===== src/rtl/i2c_pkg.sv =====
// Shared I2C definitions: byte-writer and bit-writer command codes,
// write-sequencer state encoding and the default payload length limit.
package i2c_pkg;

  localparam int MAX_LEN_DEFAULT = 15;

  localparam logic [2:0] BW_CMD_IDLE  = 3'b000;
  localparam logic [2:0] BW_CMD_START = 3'b001;
  localparam logic [2:0] BW_CMD_ACK   = 3'b010;
  localparam logic [2:0] BW_CMD_DATA  = 3'b011;
  localparam logic [2:0] BW_CMD_STOP  = 3'b100;
  localparam logic [2:0] BW_CMD_NACK  = 3'b101;

  localparam logic [1:0] BIT_CMD_IDLE  = 2'b00;
  localparam logic [1:0] BIT_CMD_START = 2'b01;
  localparam logic [1:0] BIT_CMD_STOP  = 2'b10;
  localparam logic [1:0] BIT_CMD_DATA  = 2'b11;

  typedef enum logic [2:0] {
    SEQ_IDLE,
    SEQ_START,
    SEQ_ADDR,
    SEQ_FETCH,
    SEQ_DATA,
    SEQ_ACKCHK,
    SEQ_STOP
  } seq_state_e;

endpackage


===== src/rtl/i2c_write_sequencer_if.sv =====
// Request/payload stream and byte-writer bus of the I2C write sequencer.
// The master modport is the sequencer side, the slave modport its environment.
interface i2c_write_sequencer_if;

  logic       req;
  logic [6:0] addr;
  logic [3:0] len;
  logic [7:0] wr_data;
  logic       wr_valid;
  logic       wr_ready;
  logic       busy;
  logic       done;
  logic       error;
  logic [2:0] bw_command;
  logic       bw_go;
  logic       bw_data;
  logic       bw_finish;
  logic       bw_load_n;
  logic       ack_req;
  logic       ack_done;
  logic       ack_nack;

  modport master (
    input  req, addr, len, wr_data, wr_valid, bw_finish, bw_load_n, ack_done, ack_nack,
    output wr_ready, busy, done, error, bw_command, bw_go, bw_data, ack_req
  );

  modport slave (
    output req, addr, len, wr_data, wr_valid, bw_finish, bw_load_n, ack_done, ack_nack,
    input  wr_ready, busy, done, error, bw_command, bw_go, bw_data, ack_req
  );

endinterface


===== src/rtl/i2c_tx_shift.sv =====
// Transmit shift register for one I2C byte: parallel load, shift left on the
// byte writer's load strobe, MSB drives the serial data line.
module i2c_tx_shift (
  input  logic       clock,
  input  logic       reset_n,
  input  logic       load_i,
  input  logic [7:0] load_value_i,
  input  logic       shift_i,
  output logic       msb_o
);

  logic [7:0] shreg_q;
  logic [7:0] shreg_d;

  // A load always wins over a shift; vacated LSBs fill with zero.
  always_comb begin
    shreg_d = shreg_q;
    if (load_i) begin
      shreg_d = load_value_i;
    end else if (shift_i) begin
      shreg_d = {shreg_q[6:0], 1'b0};
    end
  end

  always_ff @(posedge clock or negedge reset_n) begin
    if (!reset_n) begin
      shreg_q <= '0;
    end else begin
      shreg_q <= shreg_d;
    end
  end

  assign msb_o = shreg_q[7];

endmodule


===== src/rtl/i2c_write_sequencer.sv =====
// I2C write sequencer: START, address+W, payload bytes, STOP via the byte writer.
// Optional slave-ACK checking after every byte is enabled by I2C_SEQ_ACK_CHECK_EN.
module i2c_write_sequencer
  import i2c_pkg::*;
#(
  parameter int MAX_LEN = MAX_LEN_DEFAULT
) (
  input  logic                          clock,
  input  logic                          reset_n,
  i2c_write_sequencer_if.master         bus
);

  seq_state_e state_q;
  logic [3:0] cnt_q;
  logic       busy_q;
  logic       done_q;
  logic       wr_ready_q;
  logic       bw_go_q;
  logic [2:0] bw_command_q;

  logic       accept_req;
  logic       accept_byte;
  logic       more_bytes;
  logic [3:0] len_capped;
  logic       shift_load;
  logic       shift_en;
  logic [7:0] shift_value;

  assign accept_req  = (state_q == SEQ_IDLE) && bus.req;
  assign accept_byte = wr_ready_q && bus.wr_valid;
  assign more_bytes  = (cnt_q != 4'd0);
  assign len_capped  = (32'(bus.len) > MAX_LEN) ? 4'(MAX_LEN) : bus.len;

  assign shift_load  = accept_req || accept_byte;
  assign shift_value = accept_req ? {bus.addr, 1'b0} : bus.wr_data;
  assign shift_en    = ((state_q == SEQ_ADDR) || (state_q == SEQ_DATA)) && !bus.bw_load_n;

  i2c_tx_shift u_shift (
    .clock        (clock),
    .reset_n      (reset_n),
    .load_i       (shift_load),
    .load_value_i (shift_value),
    .shift_i      (shift_en),
    .msb_o        (bus.bw_data)
  );

`ifdef I2C_SEQ_ACK_CHECK_EN
  logic ack_req_q;
  logic err_q;
  logic error_q;
`endif

  // Each command state spends its first cycle with go low, raising go together
  // with the new command, so the byte writer always sees an idle gap.
  always_ff @(posedge clock or negedge reset_n) begin
    if (!reset_n) begin
      state_q      <= SEQ_IDLE;
      cnt_q        <= '0;
      busy_q       <= 1'b0;
      done_q       <= 1'b0;
      wr_ready_q   <= 1'b0;
      bw_go_q      <= 1'b0;
      bw_command_q <= BW_CMD_IDLE;
`ifdef I2C_SEQ_ACK_CHECK_EN
      ack_req_q    <= 1'b0;
      err_q        <= 1'b0;
      error_q      <= 1'b0;
`endif
    end else begin
      done_q <= 1'b0;
`ifdef I2C_SEQ_ACK_CHECK_EN
      error_q <= 1'b0;
`endif
      case (state_q)
        SEQ_IDLE: begin
          if (bus.req) begin
            cnt_q        <= len_capped;
            busy_q       <= 1'b1;
            bw_go_q      <= 1'b1;
            bw_command_q <= BW_CMD_START;
            state_q      <= SEQ_START;
`ifdef I2C_SEQ_ACK_CHECK_EN
            err_q        <= 1'b0;
`endif
          end
        end
        SEQ_START: begin
          if (bus.bw_finish) begin
            bw_go_q <= 1'b0;
            state_q <= SEQ_ADDR;
          end
        end
        SEQ_ADDR, SEQ_DATA: begin
          if (!bw_go_q) begin
            bw_go_q      <= 1'b1;
            bw_command_q <= BW_CMD_DATA;
          end else if (bus.bw_finish) begin
            bw_go_q <= 1'b0;
`ifdef I2C_SEQ_ACK_CHECK_EN
            ack_req_q <= 1'b1;
            state_q   <= SEQ_ACKCHK;
`else
            wr_ready_q <= more_bytes;
            state_q    <= more_bytes ? SEQ_FETCH : SEQ_STOP;
`endif
          end
        end
        SEQ_FETCH: begin
          if (accept_byte) begin
            wr_ready_q <= 1'b0;
            if (more_bytes) begin
              cnt_q <= cnt_q - 4'd1;
            end
            state_q <= SEQ_DATA;
          end
        end
`ifdef I2C_SEQ_ACK_CHECK_EN
        SEQ_ACKCHK: begin
          if (bus.ack_done) begin
            ack_req_q <= 1'b0;
            if (bus.ack_nack) begin
              err_q   <= 1'b1;
              state_q <= SEQ_STOP;
            end else begin
              wr_ready_q <= more_bytes;
              state_q    <= more_bytes ? SEQ_FETCH : SEQ_STOP;
            end
          end
        end
`endif
        SEQ_STOP: begin
          if (!bw_go_q) begin
            bw_go_q      <= 1'b1;
            bw_command_q <= BW_CMD_STOP;
          end else if (bus.bw_finish) begin
            bw_go_q      <= 1'b0;
            bw_command_q <= BW_CMD_IDLE;
            busy_q       <= 1'b0;
            done_q       <= 1'b1;
            state_q      <= SEQ_IDLE;
`ifdef I2C_SEQ_ACK_CHECK_EN
            error_q      <= err_q;
            err_q        <= 1'b0;
`endif
          end
        end
        default: begin
          state_q <= SEQ_IDLE;
        end
      endcase
    end
  end

  assign bus.wr_ready   = wr_ready_q;
  assign bus.busy       = busy_q;
  assign bus.done       = done_q;
  assign bus.bw_go      = bw_go_q;
  assign bus.bw_command = bw_command_q;

`ifdef I2C_SEQ_ACK_CHECK_EN
  assign bus.ack_req = ack_req_q;
  assign bus.error   = error_q;
`else
  assign bus.ack_req = 1'b0;
  assign bus.error   = 1'b0;
`endif

endmodule


===== src/flat_wrapper.sv =====
// flat-port wrapper written by rule: the top's interface ports become plain ports
module i2c_write_sequencer_flat import i2c_pkg::*;
#(
  parameter int MAX_LEN = MAX_LEN_DEFAULT
)
  (clock, reset_n, bus_req, bus_addr, bus_len, bus_wr_data, bus_wr_valid, bus_bw_finish, bus_bw_load_n, bus_ack_done, bus_ack_nack, bus_wr_ready, bus_busy, bus_done, bus_error, bus_bw_command, bus_bw_go, bus_bw_data, bus_ack_req);
  i2c_write_sequencer_if bus_i ();
  input  logic clock;
  input  logic reset_n;
  input wire logic [$bits(bus_i.req)-1:0] bus_req;
  input wire logic [$bits(bus_i.addr)-1:0] bus_addr;
  input wire logic [$bits(bus_i.len)-1:0] bus_len;
  input wire logic [$bits(bus_i.wr_data)-1:0] bus_wr_data;
  input wire logic [$bits(bus_i.wr_valid)-1:0] bus_wr_valid;
  input wire logic [$bits(bus_i.bw_finish)-1:0] bus_bw_finish;
  input wire logic [$bits(bus_i.bw_load_n)-1:0] bus_bw_load_n;
  input wire logic [$bits(bus_i.ack_done)-1:0] bus_ack_done;
  input wire logic [$bits(bus_i.ack_nack)-1:0] bus_ack_nack;
  output wire logic [$bits(bus_i.wr_ready)-1:0] bus_wr_ready;
  output wire logic [$bits(bus_i.busy)-1:0] bus_busy;
  output wire logic [$bits(bus_i.done)-1:0] bus_done;
  output wire logic [$bits(bus_i.error)-1:0] bus_error;
  output wire logic [$bits(bus_i.bw_command)-1:0] bus_bw_command;
  output wire logic [$bits(bus_i.bw_go)-1:0] bus_bw_go;
  output wire logic [$bits(bus_i.bw_data)-1:0] bus_bw_data;
  output wire logic [$bits(bus_i.ack_req)-1:0] bus_ack_req;
  assign bus_i.req = bus_req;
  assign bus_i.addr = bus_addr;
  assign bus_i.len = bus_len;
  assign bus_i.wr_data = bus_wr_data;
  assign bus_i.wr_valid = bus_wr_valid;
  assign bus_i.bw_finish = bus_bw_finish;
  assign bus_i.bw_load_n = bus_bw_load_n;
  assign bus_i.ack_done = bus_ack_done;
  assign bus_i.ack_nack = bus_ack_nack;
  assign bus_wr_ready = bus_i.wr_ready;
  assign bus_busy = bus_i.busy;
  assign bus_done = bus_i.done;
  assign bus_error = bus_i.error;
  assign bus_bw_command = bus_i.bw_command;
  assign bus_bw_go = bus_i.bw_go;
  assign bus_bw_data = bus_i.bw_data;
  assign bus_ack_req = bus_i.ack_req;
  i2c_write_sequencer #(.MAX_LEN(MAX_LEN)) u_core (.clock(clock), .reset_n(reset_n), .bus(bus_i));
endmodule

===== config.mk =====
export PLATFORM = sky130hd
export DESIGN_NAME = i2c_write_sequencer_flat
export DESIGN_NICKNAME = d
export VERILOG_FILES = /design/src/rtl/i2c_pkg.sv /design/src/rtl/i2c_write_sequencer_if.sv /design/src/rtl/i2c_tx_shift.sv /design/src/rtl/i2c_write_sequencer.sv /design/src/flat_wrapper.sv
export SDC_FILE = /design/constraint.sdc
export NUM_CORES = 1
export LEC_CHECK = 0
export CAP_MARGIN = 20
export CORE_ASPECT_RATIO = 1.5
export CORE_MARGIN = 1.5
export CORE_UTILIZATION = 52
export CTS_CLUSTER_SIZE = 16
export DETAILED_ROUTE_END_ITERATION = 8
export PLACE_DENSITY = 0.85
export REMOVE_ABC_BUFFERS = 1
export SYNTH_ARGS = -nofsm -noshare
export SYNTH_HDL_FRONTEND = slang
export SYNTH_SLANG_ARGS = --single-unit

===== constraint.sdc =====
create_clock -name clock -period 2.8 [get_ports clock]
set_input_delay 0.42 -clock clock [delete_from_list [all_inputs] [get_ports clock]]
set_output_delay 0.42 -clock clock [all_outputs]
set_load 0.05 [all_outputs]

==> out/metrics.yaml, run 1 <==
wirelength_um: 3085
worstSetupStartpoint: "u_core.state_q[1]"
setup_viol: 0
required_ns: 2.95
grt_pass1_vias: 1165
dp_hpwl_um: 2234
power_frac_clock_pct: 11.6
max_slew_margin_pct: 62.99
via_count: 1209
initial_core_util_pct: 54.18
critical_path.reg2reg.endpoint: "u_core.u_shift.shreg_q[4]"
post-cts-setup-buffers: 0
row_count: 23
post_cts_resized: 0
switching_share_pct: 43.62
yosysWarningCount: 0
syn_inst: 150
hold_buffers: 0
final_antenna_net_count: 0
overflow: 0
grt_max_degree: 23
chipHeight_um: 66.98
ys_seq_elements: 22
gp_congestion: 0.8375
wl_per_cell_um: 14.35
yosysTopAreaCellShare_pct: 38.80
setup.worst_path.start_class: "register"
crit_arrival_ns: 2.15
core_area_mm2: 0.002619
hold_path.class: "in2async"
p_switching_mw: 0.8494
whs_ns: 0.5030
p_int_mw: 1.098
hold_viol_final: 0
finalWorstSetupSlack_ns: 0.7941
skew_ns: 0.002180
leakage_nw: 0.7704
synthTopCellsByArea: "dfrtp_1 (39%), mux2_4 (8.5%), o21ai_0 (6.7%), mux2i_1 (6.3%), nand2_1 (3.7%)"
drtIter0Drc: 38
endpoint: "u_core.u_shift.shreg_q[4]"
numPortBuffers: 32
cp_max_fo: 17
cts_tree: "done"
cts_root_buf: "clkbuf_8"
status: "finished, final reports clean"
insertion_delay_ns: 0.26
dieArea_mm2: 0.003057
antenna_found_initial: 0
die_w_um: 45.65
reg2reg_depth: 4
critical_path_class: "reg2reg"
mostFrequentLayoutCells: "clkdlybuf4s50_1 (32), dfrtp_1 (22), o21ai_0 (19), nand2_1 (14), nor2_1 (13)"
vias_per_cell: 5.623
drv_cap: 0
maxSlewViolCount: 0
fin_crit_ns: 2.006
ys_seq_area_share_pct: 38.80
grt_use_total_pct: 22.95
nets: 207
crit_path_end_kind: "register"
power_frac_comb_pct: 55.6
seqPwrFrac_pct: 32.9
setup-tns-final_ns: 0
n_antenna_cell: 0
final_common_cell: "clkdlybuf4s50_1"
rsz0062_at_grt: "no"
synth_cell_types: 38
r2r_slack_ns: 0.79
fin_crit_sh_pct: 71.64
grt_pass1_wl_um: 5216
worst_pin_slew_ns: 0.5551
clk_pin_slew_worst_paths_ns: 0.08
drc: 0
syn_area_per_cell_um2: 9.459
p_per_area_mw_per_mm2: 1098
numClockSinks: 22
timing.fmax_mhz: 498.5
ioPinCount: 37
clock_path_buffers: 2
synth.largest_area_cell: "dfrtp_1"
ir_drop_v: 0.0006351
synthesis.area_mm2: 0.001419
r2r-start: "u_core.state_q[1]"
cts_max_level: 1
drive_gt1_share_pct: 11.80
syn2layout_area_growth_pct: 25.04
cts_made_buffers: 3
place_ws_ns: 0.5689
drt_first_pass_iters: 4
-- worst max-delay path: stages, from the launching register on --
cell	delay [ns]
dfrtp_1	0.68
nand2b_4	0.27
o21ai_2	0.06
a221o_1	0.52
mux2_4	0.37
-- worst min-delay path by stage --
stage / from / end / slack, ns / cells past startpoint
after global routing: reset_n / u_core.u_shift.shreg_q[2] / 0.53 / 2
after global placement: u_core.bus.bw_command[0] / u_core.bus.bw_command[0] / 0.49 / 1
final: reset_n / u_core.u_shift.shreg_q[2] / 0.50 / 2
after detailed placement: u_core.u_shift.shreg_q[1] / u_core.u_shift.shreg_q[1] / 0.49 / 1
after CTS: reset_n / u_core.u_shift.shreg_q[2] / 0.51 / 2
after floorplan: reset_n / u_core.bus.busy / 0.12 / 0
-- power by group through the flow --
stage	sequential (mW)	clock (mW)	combinational [mW]
2_1_floorplan	0.755	0	0.669
3_5_place_dp	0.646	0	1.07
4_1_cts	0.640	0.229	1.09
3_3_place_gp	0.634	0	1.04
5_1_grt	0.670	0.245	1.18
6_report	0.640	0.225	1.08
-- synthesized netlist by cell type --
master,count
mux2i_1,9
inv_1,8
nand2_2,1
nand3b_1,1
or3b_1,1
nand2b_4,1
nor2_1,13
mux2_2,1
o21ai_0,19
and2_1,2
o211ai_1,1
a221oi_1,3
and3b_1,1
o21ai_2,1
a21oi_2,2
xnor2_1,1
clkbuf_1,2
dfrtp_1,22
nor4_1,1
buf_4,3
nor2b_1,2
nand3_1,5
conb_1,1
ha_1,1
nor4b_4,1
mux2_4,8
o22ai_1,3
a221o_1,1
o2bb2ai_1,1
nand4b_1,1
buf_6,4
a2bb2oi_1,3
nor3_1,3
nand2_1,14
buf_2,2
o21ai_1,1
nor3b_1,1
a21oi_1,5
-- routing by layer --
metal	global-route usage [%]	up-vias	wire length, µm
met3	3.252	4	189
met1	27.50	581	1266
met5	0	-	0
met4	6.618	0	26
li1	-	581	-
met2	40.67	43	1602
-- final cells by class --
type                    count  area (µm²)
clock buffers               4       55.05
fillers                   208       844.6
inverters                   8       30.03
multi-input cells         110       757.0
flip-flops and latches     22       550.5
well taps                  37       46.29
repair buffers             34       335.3
-- metrics by stage --
| stage | util [%] | total power, mW | instance area, µm² | std cells |
|---|---|---|---|---|
| 4_1_cts | 67.75 | 1.954 | 1774 | 215 |
| 5_1_grt | 67.75 | 2.096 | 1774 | 215 |
| 2_1_floorplan | - | 1.425 | 1338 | 140 |
| 3_3_place_gp | 65.65 | 1.674 | 1719 | 211 |
| 3_5_place_dp | 65.65 | 1.715 | 1719 | 211 |
| 6_report | 67.75 | 1.947 | 1774 | 215 |
-- cells by family (layout without fill, tap and decap cells) --
group                      count (synthesis)  after routing  synth area share (%)
DFF                                       22             22                 38.80
adders and majority gates                  1              1                0.8817
and+or+nand+nor                           48             48                 18.17
buffers and inverters                     19             46                 8.113
AOI/OAI and AO/OA                         40             40                 17.55
other                                      1              2                0.2643
xor gates and xnor gates                   1              1                0.6174
muxes                                     18             18                 15.61
-- flip-flops by register name, indices dropped and copies added, names as in the netlist --
signal and cells:
u_core.bus.busy 1, u_core.bus.bw_command 3, u_core.bus.bw_go 1, u_core.bus.done 1, u_core.bus.wr_ready 1, u_core.cnt_q 4
u_core.state_q 3, u_core.u_shift.shreg_q 8
Note: power is estimated with default switching activity, not from simulation.
==> inputs of run 2 (changes only) <==
--- a/config.mk
+++ b/config.mk
@@ -8,10 +8,10 @@
 export CAP_MARGIN = 20
 export CORE_ASPECT_RATIO = 1.5
 export CORE_MARGIN = 1.5
-export CORE_UTILIZATION = 52
+export CORE_UTILIZATION = 48
 export CTS_CLUSTER_SIZE = 16
 export DETAILED_ROUTE_END_ITERATION = 8
-export PLACE_DENSITY = 0.85
+export PLACE_DENSITY = 0.79
 export REMOVE_ABC_BUFFERS = 1
 export SYNTH_ARGS = -nofsm -noshare
 export SYNTH_HDL_FRONTEND = slang
==> constraint.sdc (replaced) <==
create_clock -name clock -period 2.05 [get_ports clock]
set_input_delay 0.3075 -clock clock [delete_from_list [all_inputs] [get_ports clock]]
set_output_delay 0.3075 -clock clock [all_outputs]
set_load 0.05 [all_outputs]
==> run 2 against run 1 <==
  * Design area increased by 1.8%
  * Hold slack lost 0.11 ns
  * Power up 39%
  * Flip-flop and latch count unchanged
  * Core utilization is 4.4 points lower
  * Die area rose by 7.9%
  * First-iteration DRC count increased by 2.6%
==> out/metrics.yaml, run 2 (synthesis results as in run 1) <==
worst_path_largest_cell_delay_ns: 0.44  # -0.24 ns
via_count: 1211  # +0.17%
row_count: 24  # +4.3%
final_common_cell: "clkdlybuf4s50_1"
overflow: 0  # unchanged
whs_ns: 0.3884  # -0.1146 ns
fin_crit_ns: 1.930  # -0.07626 ns
vias_per_cell: 5.480  # -2.6%
grt-busiest-layer: "met2"
use_met2_pct: 35.44  # -5.2 points
postLayoutCoreUtil_pct: 63.33  # -4.4 points
dp_hpwl_um: 2325  # +4.1%
cts_made_buffers: 3  # unchanged
max_slew_margin_pct: 62.47  # -0.53 points
top_register: "u_core.u_shift.shreg_q"
largest_reg_flops: 8  # unchanged
setup-tns-final_ns: 0  # unchanged
p_per_area_mw_per_mm2: 1500  # +37%
clk_pin_slew_worst_paths_ns: 0.08  # about the same
crit_path_end_kind: "register"
antenna_found_initial: 0  # unchanged
use_met1_pct: 25.13  # -2.4 points
path_cells: "inv_1, ha_1, or3b_1, a21oi_2, a21oi_2, mux2_4"
setup.worst_path.start_class: "register"
status: "finished, final reports clean"
chipHeight_um: 69.59  # +3.9%
maxSlewViolCount: 0  # unchanged
skew_ns: 0.001568  # -0.0006122 ns
drv_cap: 0  # unchanged
gp_congestion: 0.8751  # +4.5%
rsz0062_at_grt: "no"
numPortBuffers: 32  # unchanged
final_antenna_net_count: 0  # unchanged
worst_pin_slew_ns: 0.5630  # +0.007899 ns
die_w_um: 47.39  # +3.8%
dieArea_mm2: 0.003298  # +7.9%
numClockSinks: 22  # unchanged
cp_max_fo: 4  # -13
crit_arrival_ns: 2.08  # -0.07 ns
cts_root_buf: "clkbuf_8"
drive_gt1_share_pct: 13.74  # +1.9 points
grt_pass1_wl_um: 5285  # +1.3%
ioPinCount: 37  # unchanged
cts_max_level: 1  # unchanged
finalWorstSetupSlack_ns: 0.1204  # -0.6737 ns
stdcell_count: 221  # +2.8%
core_area_mm2: 0.002853  # +8.9%
grt_use_total_pct: 21.86  # -1.1 points
grt_pass1_vias: 1249  # +7.2%
mostFrequentLayoutCells: "clkdlybuf4s50_1 (32), dfrtp_1 (22), o21ai_0 (19), nand2_1 (14), nor2_1 (13)"
wl_per_cell_um: 14.05  # -2.1%
n_antenna_cell: 0  # unchanged
hold_viol_final: 0  # unchanged
cts_tree: "done"
drtIter0Drc: 39  # +2.6%
met3_usage_pct: 3.125  # -0.13 points
ir_drop_v: 0.0007595  # +20%
post-cts-setup-buffers: 0  # unchanged
critical_path_class: "reg2reg"
fin_crit_sh_pct: 94.13  # +22 points
timing.fmax_mhz: 518.2  # +4.0%
drc: 0  # unchanged
grt_max_degree: 23  # unchanged
dp_cells: 217  # +2.8%
hold_buffers: 0  # unchanged
post_cts_resized: 0  # unchanged
place_ws_ns: 0.04058  # -0.5283 ns
nets: 211  # +1.9%
drt_first_pass_iters: 4  # unchanged
leakage_nw: 0.7907  # +2.6%
crit_top_cell: "a21oi_2"
syn2layout_area_growth_pct: 27.34
initial_core_util_pct: 49.74  # -4.4 points
required_ns: 2.21  # -0.74 ns
clock_path_buffers: 2  # unchanged
insertion_delay_ns: 0.27  # about the same
hold_path.class: "in2async"
cpMaxStageDelayCell: "or3b_1"
largestRegisters: "u_core.u_shift.shreg_q: 8 flops, u_core.cnt_q: 4 flops"
fillers: 235  # +13%
critPathTopFamily: "simple AND/OR/NAND/NOR gates"
setup_viol: 0  # unchanged
critPathBufInv: 1  # +1
wirelength_um: 3104  # +0.62%
-- run 2: cell types whose count changed in the layout (fill, tap and decap cells not counted), sizes merged --
cell | before | now
buf | 2 | 6
-- run 2: power by group --
part | internal (mW) | leakage (nW) | switching, mW
registers | 0.629 | 0.261 | 0.220
clock network | 0.171 | 0.0288 | 0.142
logic | 0.739 | 0.501 | 0.809
-- run 2: final timing paths --
| kind | start | end | slack [ns] | depth (start not counted) |
|---|---|---|---|---|
| max | u_core.cnt_q[0] | u_core.cnt_q[1] | 0.12 | 6 |
| min in group clock | u_core.bus.bw_command[1] | u_core.bus.bw_command[1] | 0.52 | 2 |
| min reg2reg | u_core.bus.bw_command[1] | u_core.bus.bw_command[1] | 0.52 | 2 |
| max reg2reg | u_core.cnt_q[0] | u_core.cnt_q[1] | 0.12 | 6 |
| max in group asynchronous | reset_n | u_core.state_q[0] | 1.44 | 2 |
| min | reset_n | u_core.u_shift.shreg_q[2] | 0.39 | 2 |
-- run 2: cell type report --
type	instances	area, µm²	area share [%]
multi-input combinational	110	757.0	41.90
sequential	22	550.5	30.47
timing repair buffer	38	365.4	20.22
clock buffer	4	55.05	3.047
tap	39	48.80	2.701
inverter	8	30.03	1.662
-- run 2: routing by layer --
layer	part of all wire [%]	wire [µm]
met5	0	0
met4	3.1	97
met3	4.2	131
met1	40	1239
met2	53	1636
-- run 2: worst register-to-register path: cells and delay by family, from the launching register on --
kind | cells | cell delay (ns)
simple gates | 1 | 0.44
flops | 1 | 0.41
compound gates | 2 | 0.36
mux | 1 | 0.31
fa+ha+maj | 1 | 0.20
buf+inv | 1 | 0.09
-- run 2: stage by stage --
stage,cell area [µm²],total power [mW]
3_5_place_dp,1752,2.402
4_1_cts,1807,2.731
5_1_grt,1807,2.911
6_report,1807,2.711
3_3_place_gp,1752,2.332
2_1_floorplan,1338,1.946
